[src/rtl/if_prefetch_stage.sv]
// Instruction-fetch stage: sequential word prefetch into a FWFT queue, redirect discards in-flight reads.
// Optional IF_PERF_CNT_EN adds perf_fetch / perf_drop event counters.
module if_prefetch_stage #(
  parameter int unsigned       ADDR_W   = 30,
  parameter int unsigned       DATA_W   = 32,
  parameter int unsigned       DEPTH    = 4,
  parameter int unsigned       MAX_OUT  = 2,
  parameter logic [ADDR_W-1:0] RESET_PC = '0
) (
  input  logic              clk,
  input  logic              rst,
  output logic              mem_req,
  output logic [ADDR_W-1:0] mem_addr,
  input  logic              mem_gnt,
  input  logic              mem_rvalid,
  input  logic [DATA_W-1:0] mem_rdata,
  input  logic              pl_stall,
  input  logic              pl_flush,
  input  logic [ADDR_W-1:0] new_pc,
  input  logic              br_taken,
  input  logic [ADDR_W-1:0] br_addr,
  output logic [ADDR_W-1:0] if_pc,
  output logic [DATA_W-1:0] if_insn,
  output logic              if_en,
  output logic              busy
`ifdef IF_PERF_CNT_EN
  ,
  output logic [31:0]       perf_fetch,
  output logic [31:0]       perf_drop
`endif
);

  localparam int unsigned PW = $clog2(DEPTH);
  localparam int unsigned OW = $clog2(MAX_OUT + 1);

  logic [ADDR_W-1:0] fifo_pc   [DEPTH];
  logic [DATA_W-1:0] fifo_insn [DEPTH];
  logic [PW:0]       wr_ptr, rd_ptr, fifo_count;
  logic [OW-1:0]     outstanding, discard, outstanding_next;
  logic [ADDR_W-1:0] resp_pc, target;
  logic              empty, issue, redirect, accept_rsp, drop, pop;

  always_comb begin
    empty            = (wr_ptr == rd_ptr);
    fifo_count       = wr_ptr - rd_ptr;
    mem_req          = !rst && (32'(outstanding) < MAX_OUT) &&
                       ((32'(fifo_count) + 32'(outstanding)) < DEPTH);
    issue            = mem_req && mem_gnt;
    redirect         = pl_flush || br_taken;
    target           = pl_flush ? new_pc : br_addr;
    accept_rsp       = mem_rvalid && (discard == '0);
    drop             = mem_rvalid && (discard != '0);
    pop              = !empty && !pl_stall;
    outstanding_next = outstanding + OW'(issue) - OW'(mem_rvalid);
  end

  assign if_en   = !empty;
  assign busy    = empty;
  assign if_pc   = empty ? '0 : fifo_pc[rd_ptr[PW-1:0]];
  assign if_insn = empty ? '0 : fifo_insn[rd_ptr[PW-1:0]];

  // Response tags come from resp_pc rather than a per-request address queue:
  // responses are in order and every surviving one follows the last redirect target.
  always_ff @(posedge clk) begin
    if (rst) begin
      wr_ptr      <= '0;
      rd_ptr      <= '0;
      outstanding <= '0;
      discard     <= '0;
      mem_addr    <= RESET_PC;
      resp_pc     <= RESET_PC;
    end else begin
      outstanding <= outstanding_next;
      if (redirect) begin
        wr_ptr   <= '0;
        rd_ptr   <= '0;
        mem_addr <= target;
        resp_pc  <= target;
        discard  <= outstanding_next;
      end else begin
        if (issue)      mem_addr <= mem_addr + ADDR_W'(1);
        if (accept_rsp) begin
          wr_ptr  <= wr_ptr + (PW+1)'(1);
          resp_pc <= resp_pc + ADDR_W'(1);
        end
        if (pop)        rd_ptr  <= rd_ptr + (PW+1)'(1);
        if (drop)       discard <= discard - OW'(1);
      end
    end
  end

  always_ff @(posedge clk) begin
    if (!rst && !redirect && accept_rsp) begin
      fifo_pc[wr_ptr[PW-1:0]]   <= resp_pc;
      fifo_insn[wr_ptr[PW-1:0]] <= mem_rdata;
    end
  end

`ifdef IF_PERF_CNT_EN
  always_ff @(posedge clk) begin
    if (rst) begin
      perf_fetch <= '0;
      perf_drop  <= '0;
    end else begin
      if (issue) perf_fetch <= perf_fetch + 32'd1;
      if (drop)  perf_drop  <= perf_drop + 32'd1;
    end
  end
`endif

endmodule
[config.mk]
export PLATFORM = sky130hd
export DESIGN_NAME = if_prefetch_stage
export DESIGN_NICKNAME = d
export VERILOG_FILES = /design/src/rtl/if_prefetch_stage.sv
export SDC_FILE = /design/constraint.sdc
export NUM_CORES = 1
export LEC_CHECK = 0
export BUFFER_PORTS_ARGS = -buffer_cell sky130_fd_sc_hd__buf_2
export CORE_ASPECT_RATIO = 0.7
export CORE_MARGIN = 3
export CORE_UTILIZATION = 62
export CTS_CLUSTER_DIAMETER = 80
export DETAILED_ROUTE_END_ITERATION = 6
export PLACE_DENSITY = 0.85
export SETUP_SLACK_MARGIN = 0.2
export SYNTH_ARGS = -nofsm -noshare
export SYNTH_HDL_FRONTEND = slang
export SYNTH_SLANG_ARGS = --single-unit
[constraint.sdc]
create_clock -name clk -period 8.3 [get_ports clk]
set_clock_uncertainty 0.1 [all_clocks]
set_input_delay 0.83 -clock clk [delete_from_list [all_inputs] [get_ports clk]]
set_output_delay 0.83 -clock clk [all_outputs]
set_load 0.02 [all_outputs]
==> results of run 1 <==
## area by class of cell
type,count,area [µm²],area share
inverter,17,63.8,0.00401
clock buffer,32,737,0.0463
sequential,320,8890,0.559
multi-input combinational,565,4620,0.290
tap,276,345,0.0217
clock inverter,22,214,0.0135
timing repair buffer,202,1030,0.0650
## stage by stage
step           cells  utilization  setup slack (ns)  area, µm²  hold slack [ns]
2_1_floorplan    955            -              3.50      13800            0.358
3_3_place_gp    1380        0.704              4.50      15000            0.405
4_1_cts         1434        0.748              4.31      15900            0.379
5_1_grt         1434        0.748              3.91      15900            0.385
3_5_place_dp    1380        0.704              4.33      15000            0.422
6_report        1434        0.748              4.24      15900            0.396
## power by group through the flow
stage	sequential, µW	combinational [µW]	clock (µW)
final	1800	241	1330
after global routing	1800	264	1410
after detailed placement	1830	238	0
after global placement	1830	230	0
after floorplan	1830	144	0
after CTS	1800	240	1340
## placed cells by master (no fill, tap or decap), drive strengths merged, types with 4 or more instances in the layout
cell,n
a211oi,28
a21o,5
a21oi,50
a22o,10
a22oi,19
a31oi,9
and2,5
and3,12
and4,7
buf,202
bufinv,4
clkbuf,32
clkinv,13
clkinvlp,4
dfxtp,72
edfxtp,248
ha,13
inv,18
mux4,62
nand2,54
nand2b,4
nand3,25
nand4,22
nor2,38
nor2b,66
nor3,20
nor4,10
o211ai,4
o21ai,29
o221ai,4
o31ai,7
or4,5
xnor2,8
xor2,8
## cells by family (layout without fill, tap and decap cells)
kind of cell	count (synthesis)	count (layout)	share of synthesized area
flops	320	320	0.646
simple gates	278	278	0.112
compound gates	191	191	0.0929
buf+inv	70	273	0.0200
mux	65	65	0.104
xor+xnor	17	17	0.0119
fa+ha+maj	14	14	0.0133
## layer usage
layer	wire length, µm	share of wire	vias to the layer above
li1	-	-	4132
met1	12900	0.42	4547
met2	14900	0.48	478
met3	2690	0.086	57
met4	595	0.019	2
met5	7	0.00022	-
## state kept, by name (all words and copies together), names as in the netlist, named ones only
name and flops:
rd_ptr 3, fifo_insn 128, outstanding 2, discard 2, fifo_pc 120, mem_addr 30, resp_pc 30, wr_ptr 3
## critical path, cell delays in order, from the launching register on
cell and delay [ns]:
dfxtp_1 0.39, inv_1 0.10, ha_1 0.20, inv_1 0.06, fa_1 0.41, ha_1 0.20
nor4b_1 0.24, and3_1 0.78, inv_1 0.24, nand2_1 0.75, nor2_1 0.08, a2111oi_0 0.37
## how the worst min path moves through the flow
| stage | end | cells past startpoint |
|---|---|---|
| floorplan | fifo_pc[0][17] | 0 |
| global placement | mem_addr[28] | 2 |
| detailed placement | mem_addr[28] | 2 |
| CTS | fifo_insn[1][15] | 1 |
| global route | fifo_insn[3][0] | 1 |
| finish | fifo_insn[1][15] | 1 |
==> impl_metrics.toml, run 1 <==
[timing]
slew_headroom = 0.227
max_freq_ghz = 0.246
setup_violations = 0
finalHoldViolations = 0
fin_setup_tns_ns = 0
fin_crit_sh = 0.489
tightest_slew_ns = 1.15
min_period_ns = 4.06
rsz0062_at_grt = "no"
slew_viol_final = 0

[setup_path]
reg2regPathDepth = 11
worstPathArrival_ns = 4.37
startpoint = "wr_ptr[0]"
end_kind = "flop"
rr_startpoint = "wr_ptr[0]"
r2r_slack_ns = 4.24
critPathKind = "reg2reg"
r2r_end = "mem_addr[12]"
path_max_fanout = 25
start_kind = "flop"
endpoint = "mem_addr[12]"
cp.required_ns = 8.61

[logic_synthesis]
syn-cell-area_um2 = 13800
synth_common_cells = "edfxtp_1, dfxtp_1, nor2b_1, mux4_2, nand2_1"
synth_area_leaders = "edfxtp_1, dfxtp_1, mux4_2"
synth_fp_nets = 1068
synth_enable_flop_cells = 248
ys_ff_latch = 320
synth.most_common_cell = "edfxtp_1"
synth.avg_cell_area_um2 = 14.4
ys.flop_type = "edfxtp_1"
yosysTopAreaCellShare = 0.541
yosys_warnings = 0
yosysSeqAreaShare = 0.646
async_flop_share = 0
synthCells = 955
synth.distinct_cells = 61
yosysTopAreaCell = "edfxtp_1"

[power]
p_leak_uw = 0.00554
powerDensity_nw_per_um2 = 212
p_clk_frac = 0.394
combPwrFrac = 0.072
p_seq_frac = 0.534
max-vdd-ir-drop_mv = 0.163
fin_total_pwr_uw = 3370
switchingPower_uw = 755
p_int_uw = 2610
swShare = 0.224

[routing]
wl_per_cell_um = 21.7
remaining_drc_errors = 0
ant_nets = 0
vias_per_cell = 6.43
vias = 9216
drt_iter0_drc = 942
drt_wl_total_mm = 31.1
dr.pass1.iters = 6

[grt]
grt_usage = 0.259
antenna_found_initial = 1
grt.busiest_layer = "met2"
grt_pass1_vias = 8902
grtUsageMet3 = 0.0470
grt_overflow = 0
met1_usage = 0.384
grt_pass1_wl_mm = 49.1
grt_max_degree = 68
use_met2 = 0.413

[run]
timing.max_cap.violations = 0

[clock_network]
cts_buffers = 29
path_clk_slew_ns = 0.07
cts_hold_buf = 0
cts.repair.resized = 0
root_buffer = "clkbuf_16"
clkSinkCount = 320
post_cts.repair.setup_buffers = 0
clock_insertion_delay_worst_skew_ns = 0.55
clk_path_buf_depth = 3
htreeDepth = 1
cts_tree = "done"

[cells_and_area]
fillers = 1332
fin_nets = 1248
syn_to_final_growth_pct = 15.6
drive_above_1_share = 0.290
antenna_cells = 0

[floorplan]
chipWidth_um = 184
row_count = 44
dieArea_um2 = 24100
initial_core_util = 0.648
core_um2 = 21300
ioPinCount = 194
die_h_um = 131

[placement]
hpwlAfterDp_mm = 19.6
place.port_buffers = 193
globalplace.congestion = 0.978

[hold_path]
min_from = "mem_rdata[15]"
hp-class = "in2reg"

[run_status]
status = "complete, no violations"
(Power assumes the default switching activity.)
==> inputs of run 2 (changes only) <==
Settings changed: ABC_AREA set to 1, CORE_UTILIZATION 62 to 52, PLACE_DENSITY 0.85 to 0.76.
Clock period 8.3 ns to 3.49 ns, I/O delays scaled along.
==> impl_metrics.toml, run 2 <==
[logic_synthesis]
yosys_warnings = 0
syn-cell-area_um2 = 14900
synth_area_leaders = "edfxtp_1, nor2_1, dfxtp_1"
synth_fp_nets = 1757
async_flop_share = 0
yosysSeqAreaShare = 0.596
yosysTopAreaCellShare = 0.500
ys_ff_latch = 320
ys.flop_type = "edfxtp_1"
synth_enable_flop_cells = 248
yosysTopAreaCell = "edfxtp_1"
synth.avg_cell_area_um2 = 9.07
synth_common_cells = "nor2_1, edfxtp_1, nand2_1, o21ai_0, a21oi_1"
synth.distinct_cells = 47
synthCells = 1644
synth.most_common_cell = "nor2_1"

[grt]
grt.busiest_layer = "met2"
grtUsageMet3 = 0.0607
use_met2 = 0.387
grt_overflow = 0
grt_usage = 0.253
grt_pass1_vias = 11304
antenna_found_initial = 0
grt_pass1_wl_mm = 62.5
met1_usage = 0.370
grt_max_degree = 81

[floorplan]
die_h_um = 148
core_um2 = 28000
initial_core_util = 0.532
ioPinCount = 194
row_count = 51
chipWidth_um = 208
dieArea_um2 = 30800

[cells_and_area]
largest_reg_flops = 128
antenna_cells = 0
drive_above_1_share = 0.168
seq_area_um2 = 8890
multi_input_area_um2 = 5320
fin_cells = 2248
fillers = 2335
syn_to_final_growth_pct = 18.4
fin_nets = 1968
final_common_cell = "nor2_1"
final_cell_mix = "nor2_1, edfxtp_1, nand2_1, o21ai_0, buf_2"

[routing]
ant_nets = 0
dr.pass1.iters = 5
remaining_drc_errors = 0
drt_iter0_drc = 1323
wl_per_cell_um = 17.8
drt_wl_total_mm = 40.1
vias_per_cell = 5.48
vias = 12314

[timing]
finalHoldViolations = 0
setup_violations = 0
finalWorstSetupSlack_ns = 0.423
max_freq_ghz = 0.326
slew_viol_final = 0
fin_crit_sh = 0.879
tightest_slew_ns = 0.874
min_period_ns = 3.07
rsz0062_at_grt = "no"
slew_headroom = 0.417

[hold_path]
hp-class = "in2reg"

[setup_path]
start_kind = "flop"
worstPathArrival_ns = 2.62
path_cells = "inv_1 -> ha_1 -> nand4_1 -> inv_2 -> buf_4 -> a21oi_1 -> buf_2"
cp_slowest_cell = "inv_2"
path_max_fanout = 25
end_kind = "output port"
cpPeakStageDelay_ns = 0.52
path_buf_inv = 4
critPathKind = "reg2out"
cp.required_ns = 3.04
crit_family = "buffers and inverters"

[clock_network]
cts_buffers = 29
htreeDepth = 1
clock_insertion_delay_worst_skew_ns = 0.55
clkSinkCount = 320
path_clk_slew_ns = 0.07
clk_path_buf_depth = 3
cts_tree = "done"
root_buffer = "clkbuf_16"

[placement]
place.port_buffers = 193
hpwlAfterDp_mm = 26.4
pre_cts_ws_ns = 0.372
globalplace.congestion = 0.939
dp_cells = 2162

[power]
p_leak_uw = 0.00680
powerDensity_nw_per_um2 = 480
max-vdd-ir-drop_mv = 0.415

[run]
timing.max_cap.violations = 0

[run_status]
status = "complete, no violations"
## run 2: timing repair
| action | CTS | global route |
|---|---|---|
| endpoints found under the hold margin | 128 | 0 |
| setup endpoints to repair | 0 | 2 |
| setup buffers | 0 | 1 |
| hold buffers | 32 | 0 |
| gates resized for setup | 0 | 2 |
## run 2: final cells by class
cell class	count	area share
Clock buffer	35	0.0424
Timing Repair Buffer	259	0.0933
Sequential cell	320	0.504
Tap cell	371	0.0263
Clock inverter	18	0.0126
Inverter	90	0.0196
Multi-Input combinational cell	1155	0.302
## run 2: report_power, final
part	internal, µW	switching, µW	total, µW
Sequential	4220	152	4370
Combinational	287	515	802
Clock	1900	1400	3300
Total	6400	2060	8470
## run 2: kinds of logic after synthesis
group,Yosys count,synth area share
simple gates,768,0.210
compound gates,362,0.126
xor+xnor,11,0.00647
fa+ha+maj,14,0.0123
flops,320,0.596
buf+inv,169,0.0490
## run 2: metrics by stage
stage	utilization	hold WS [ns]	power, µW	TNS (ns)	area [µm²]
after floorplan	-	0.348	4890	-189.95	14900
after global placement	0.583	0.411	5180	0	16300
after detailed placement	0.583	0.426	5210	0	16300
after CTS	0.629	0.0507	8490	0	17600
after global routing	0.630	0.0719	8760	0	17600
final	0.630	0.0645	8470	0	17600
## run 2: final timing paths
kind | start | endpoint | slack (ns) | cells past startpoint
max reg2reg | wr_ptr[0] | discard[1] | 0.49 | 16
min reg2reg | rd_ptr[0] | flop | 0.44 | 2
max | wr_ptr[0] | if_insn[10] | 0.42 | 7
min | new_pc[6] | resp_pc[6] | 0.06 | 3
## run 2: worst reg2reg max path, delay by kind of cell, from the launching register on
| family | cells | cell delay [ns] |
|---|---|---|
| AO/OA/AOI/OAI | 1 | 0.14 |
| XOR/XNOR | 2 | 0.35 |
| adder cells (fa/ha/maj) | 5 | 1.36 |
| buffers and inverters | 3 | 0.21 |
| flip-flops | 1 | 0.36 |
| AND/OR/NAND/NOR | 5 | 0.42 |
## run 2: routing by layer
| layer | vias up | part of all wire |
|---|---|---|
| met5 | - | 0 |
| met4 | 0 | 0.021 |
| met2 | 511 | 0.45 |
| li1 | 5963 | - |
| met3 | 64 | 0.091 |
| met1 | 5776 | 0.44 |
==> inputs of run 3 (changes only) <==
Settings changed: BUFFER_PORTS_ARGS -buffer_cell sky130_fd_sc_hd__buf_2 to -buffer_cell sky130_fd_sc_hd__buf_4.
==> impl_metrics.toml, run 3 (synthesis results as in run 2) <==
[placement]
hpwlAfterDp_mm = 25.8
globalplace.congestion = 0.968
pre_cts_ws_ns = 0.324
place.port_buffers = 193
placed_area_um2 = 16800

[timing]
whs_ns = 0.0747
finalHoldViolations = 0
slew_headroom = 0.422
max_freq_ghz = 0.328
finalWorstSetupSlack_ns = 0.437
min_period_ns = 3.05
fin_crit_sh = 0.875
slew_viol_final = 0
fin_setup_tns_ns = 0
tightest_slew_ns = 0.868
setup_violations = 0
rsz0062_at_grt = "no"

[cells_and_area]
multi_input_area_um2 = 5310
final_cell_mix = "nor2_1, edfxtp_1, nand2_1, buf_4, o21ai_0"
largest_reg_flops = 128
fin_nets = 1968
fillers = 2225
design_area_um2 = 18100
syn_to_final_growth_pct = 21.6
seq_area_um2 = 8890
fin_util = 0.647
antenna_cells = 0
drive_above_1_share = 0.166
final_common_cell = "nor2_1"

[routing]
remaining_drc_errors = 0
drt_iter0_drc = 1155
met2WireLength_mm = 17.6
ant_nets = 0
vias_per_cell = 5.47
wl_per_cell_um = 17.5
topRoutingLayerUsed = "met4"
dr_wl_met3_mm = 3.58
wl_met1_mm = 17.2
vias = 12291
dr.pass1.iters = 6
drt_wl_total_mm = 39.3

[floorplan]
initial_core_util = 0.532
chipWidth_um = 208
row_count = 51
ioPinCount = 194
die_h_um = 148
dieArea_um2 = 30800
core_um2 = 28000

[hold_path]
hold_path_depth = 3
hp-class = "in2reg"

[power]
powerDensity_nw_per_um2 = 462
max-vdd-ir-drop_mv = 0.329
p_leak_uw = 0.00688

[setup_path]
path_cells = "buf_12 -> nor2_1 -> nor2_1 -> o21ai_0 -> a21oi_1 -> buf_4"
endpoint = "if_pc[20]"
rr_startpoint = "wr_ptr[0]"
start_kind = "flop"
path_buf_inv = 2
reg2regPathDepth = 16
path_depth = 6
critPathKind = "reg2out"
path_max_fanout = 86
r2r_slack_ns = 0.45
cp.required_ns = 3.04
crit_path_frequent_cell = "nor2_1"
end_kind = "output port"
r2r_end = "discard[1]"
worstPathArrival_ns = 2.60
cpPeakStageDelay_ns = 0.65
cp_slowest_cell = "dfxtp_4"
crit_family = "flip-flops"

[grt]
grt_usage = 0.252
grt_pass1_wl_mm = 62.6
grt_pass1_vias = 11683
antenna_found_initial = 0
grt_max_degree = 87
grt_overflow = 0

[clock_network]
clk_path_buf_depth = 3
path_clk_slew_ns = 0.07
clock_insertion_delay_worst_skew_ns = 0.56
root_buffer = "clkbuf_16"
htreeDepth = 1
cts_buffers = 30
cts_tree = "done"
clkSinkCount = 320

[run_status]
status = "complete, no violations"

[run]
timing.max_cap.violations = 0
run 3: cell types whose count changed in the layout (fill, tap and decap cells not counted), sizes merged:
cell         delta
buf             -2
bufinv          -3
clkinv          +4
clkinvlp        +1
dlygate4sd3     +1
run 3: worst min-delay path by stage:
stage / from / to / slack [ns]
2_1_floorplan: mem_rdata[0] / fifo_insn[0][0] / 0.35
3_3_place_gp: rd_ptr[0] / flop / 0.41
3_5_place_dp: rd_ptr[0] / flop / 0.42
4_1_cts: pl_stall / flop / 0.05
5_1_grt: new_pc[6] / resp_pc[6] / 0.07
6_report: new_pc[1] / resp_pc[1] / 0.07
run 3: cell type report:
class	instances	share of cell area
repair buffers	258	0.119
flip-flops and latches	320	0.491
inverters	90	0.0192
multi-input cells	1155	0.293
clock inverters	20	0.00856
well taps	371	0.0256
clock buffers	35	0.0436
run 3: report_power, final:
part	leakage (µW)	switching [µW]	total [µW]	internal, µW
Sequential	0.00285	149	4370	4220
Combinational	0.00357	512	863	351
Clock	0.000452	1380	3150	1770
Total	0.00688	2050	8380	6330
run 3: timing repair:
item                                    CTS  global route
setup buffers                             0             1
gates resized for setup                   0             2
endpoints found under the setup margin    0            31
hold buffers                             33             0
endpoints found under the hold margin   136             0
run 3: metal layers:
layer | GRT usage | up-vias
met3 | 0.0577 | 70
li1 | - | 5962
met1 | 0.365 | 5756
met4 | 0.0562 | 0
met5 | 0 | -
met2 | 0.392 | 503
run 3: worst min-delay path, cell delays in order:
cell	delay, ns
buf_4	0.08
o21ai_0	0.12
a21oi_1	0.15
run 3: per-stage QoR:
step                instances  total power [µW]
CTS                      2248              8430
finish                   2249              8380
detailed placement       2160              5270
global placement         2160              5250
global route             2249              8710
floorplan                1644              4890
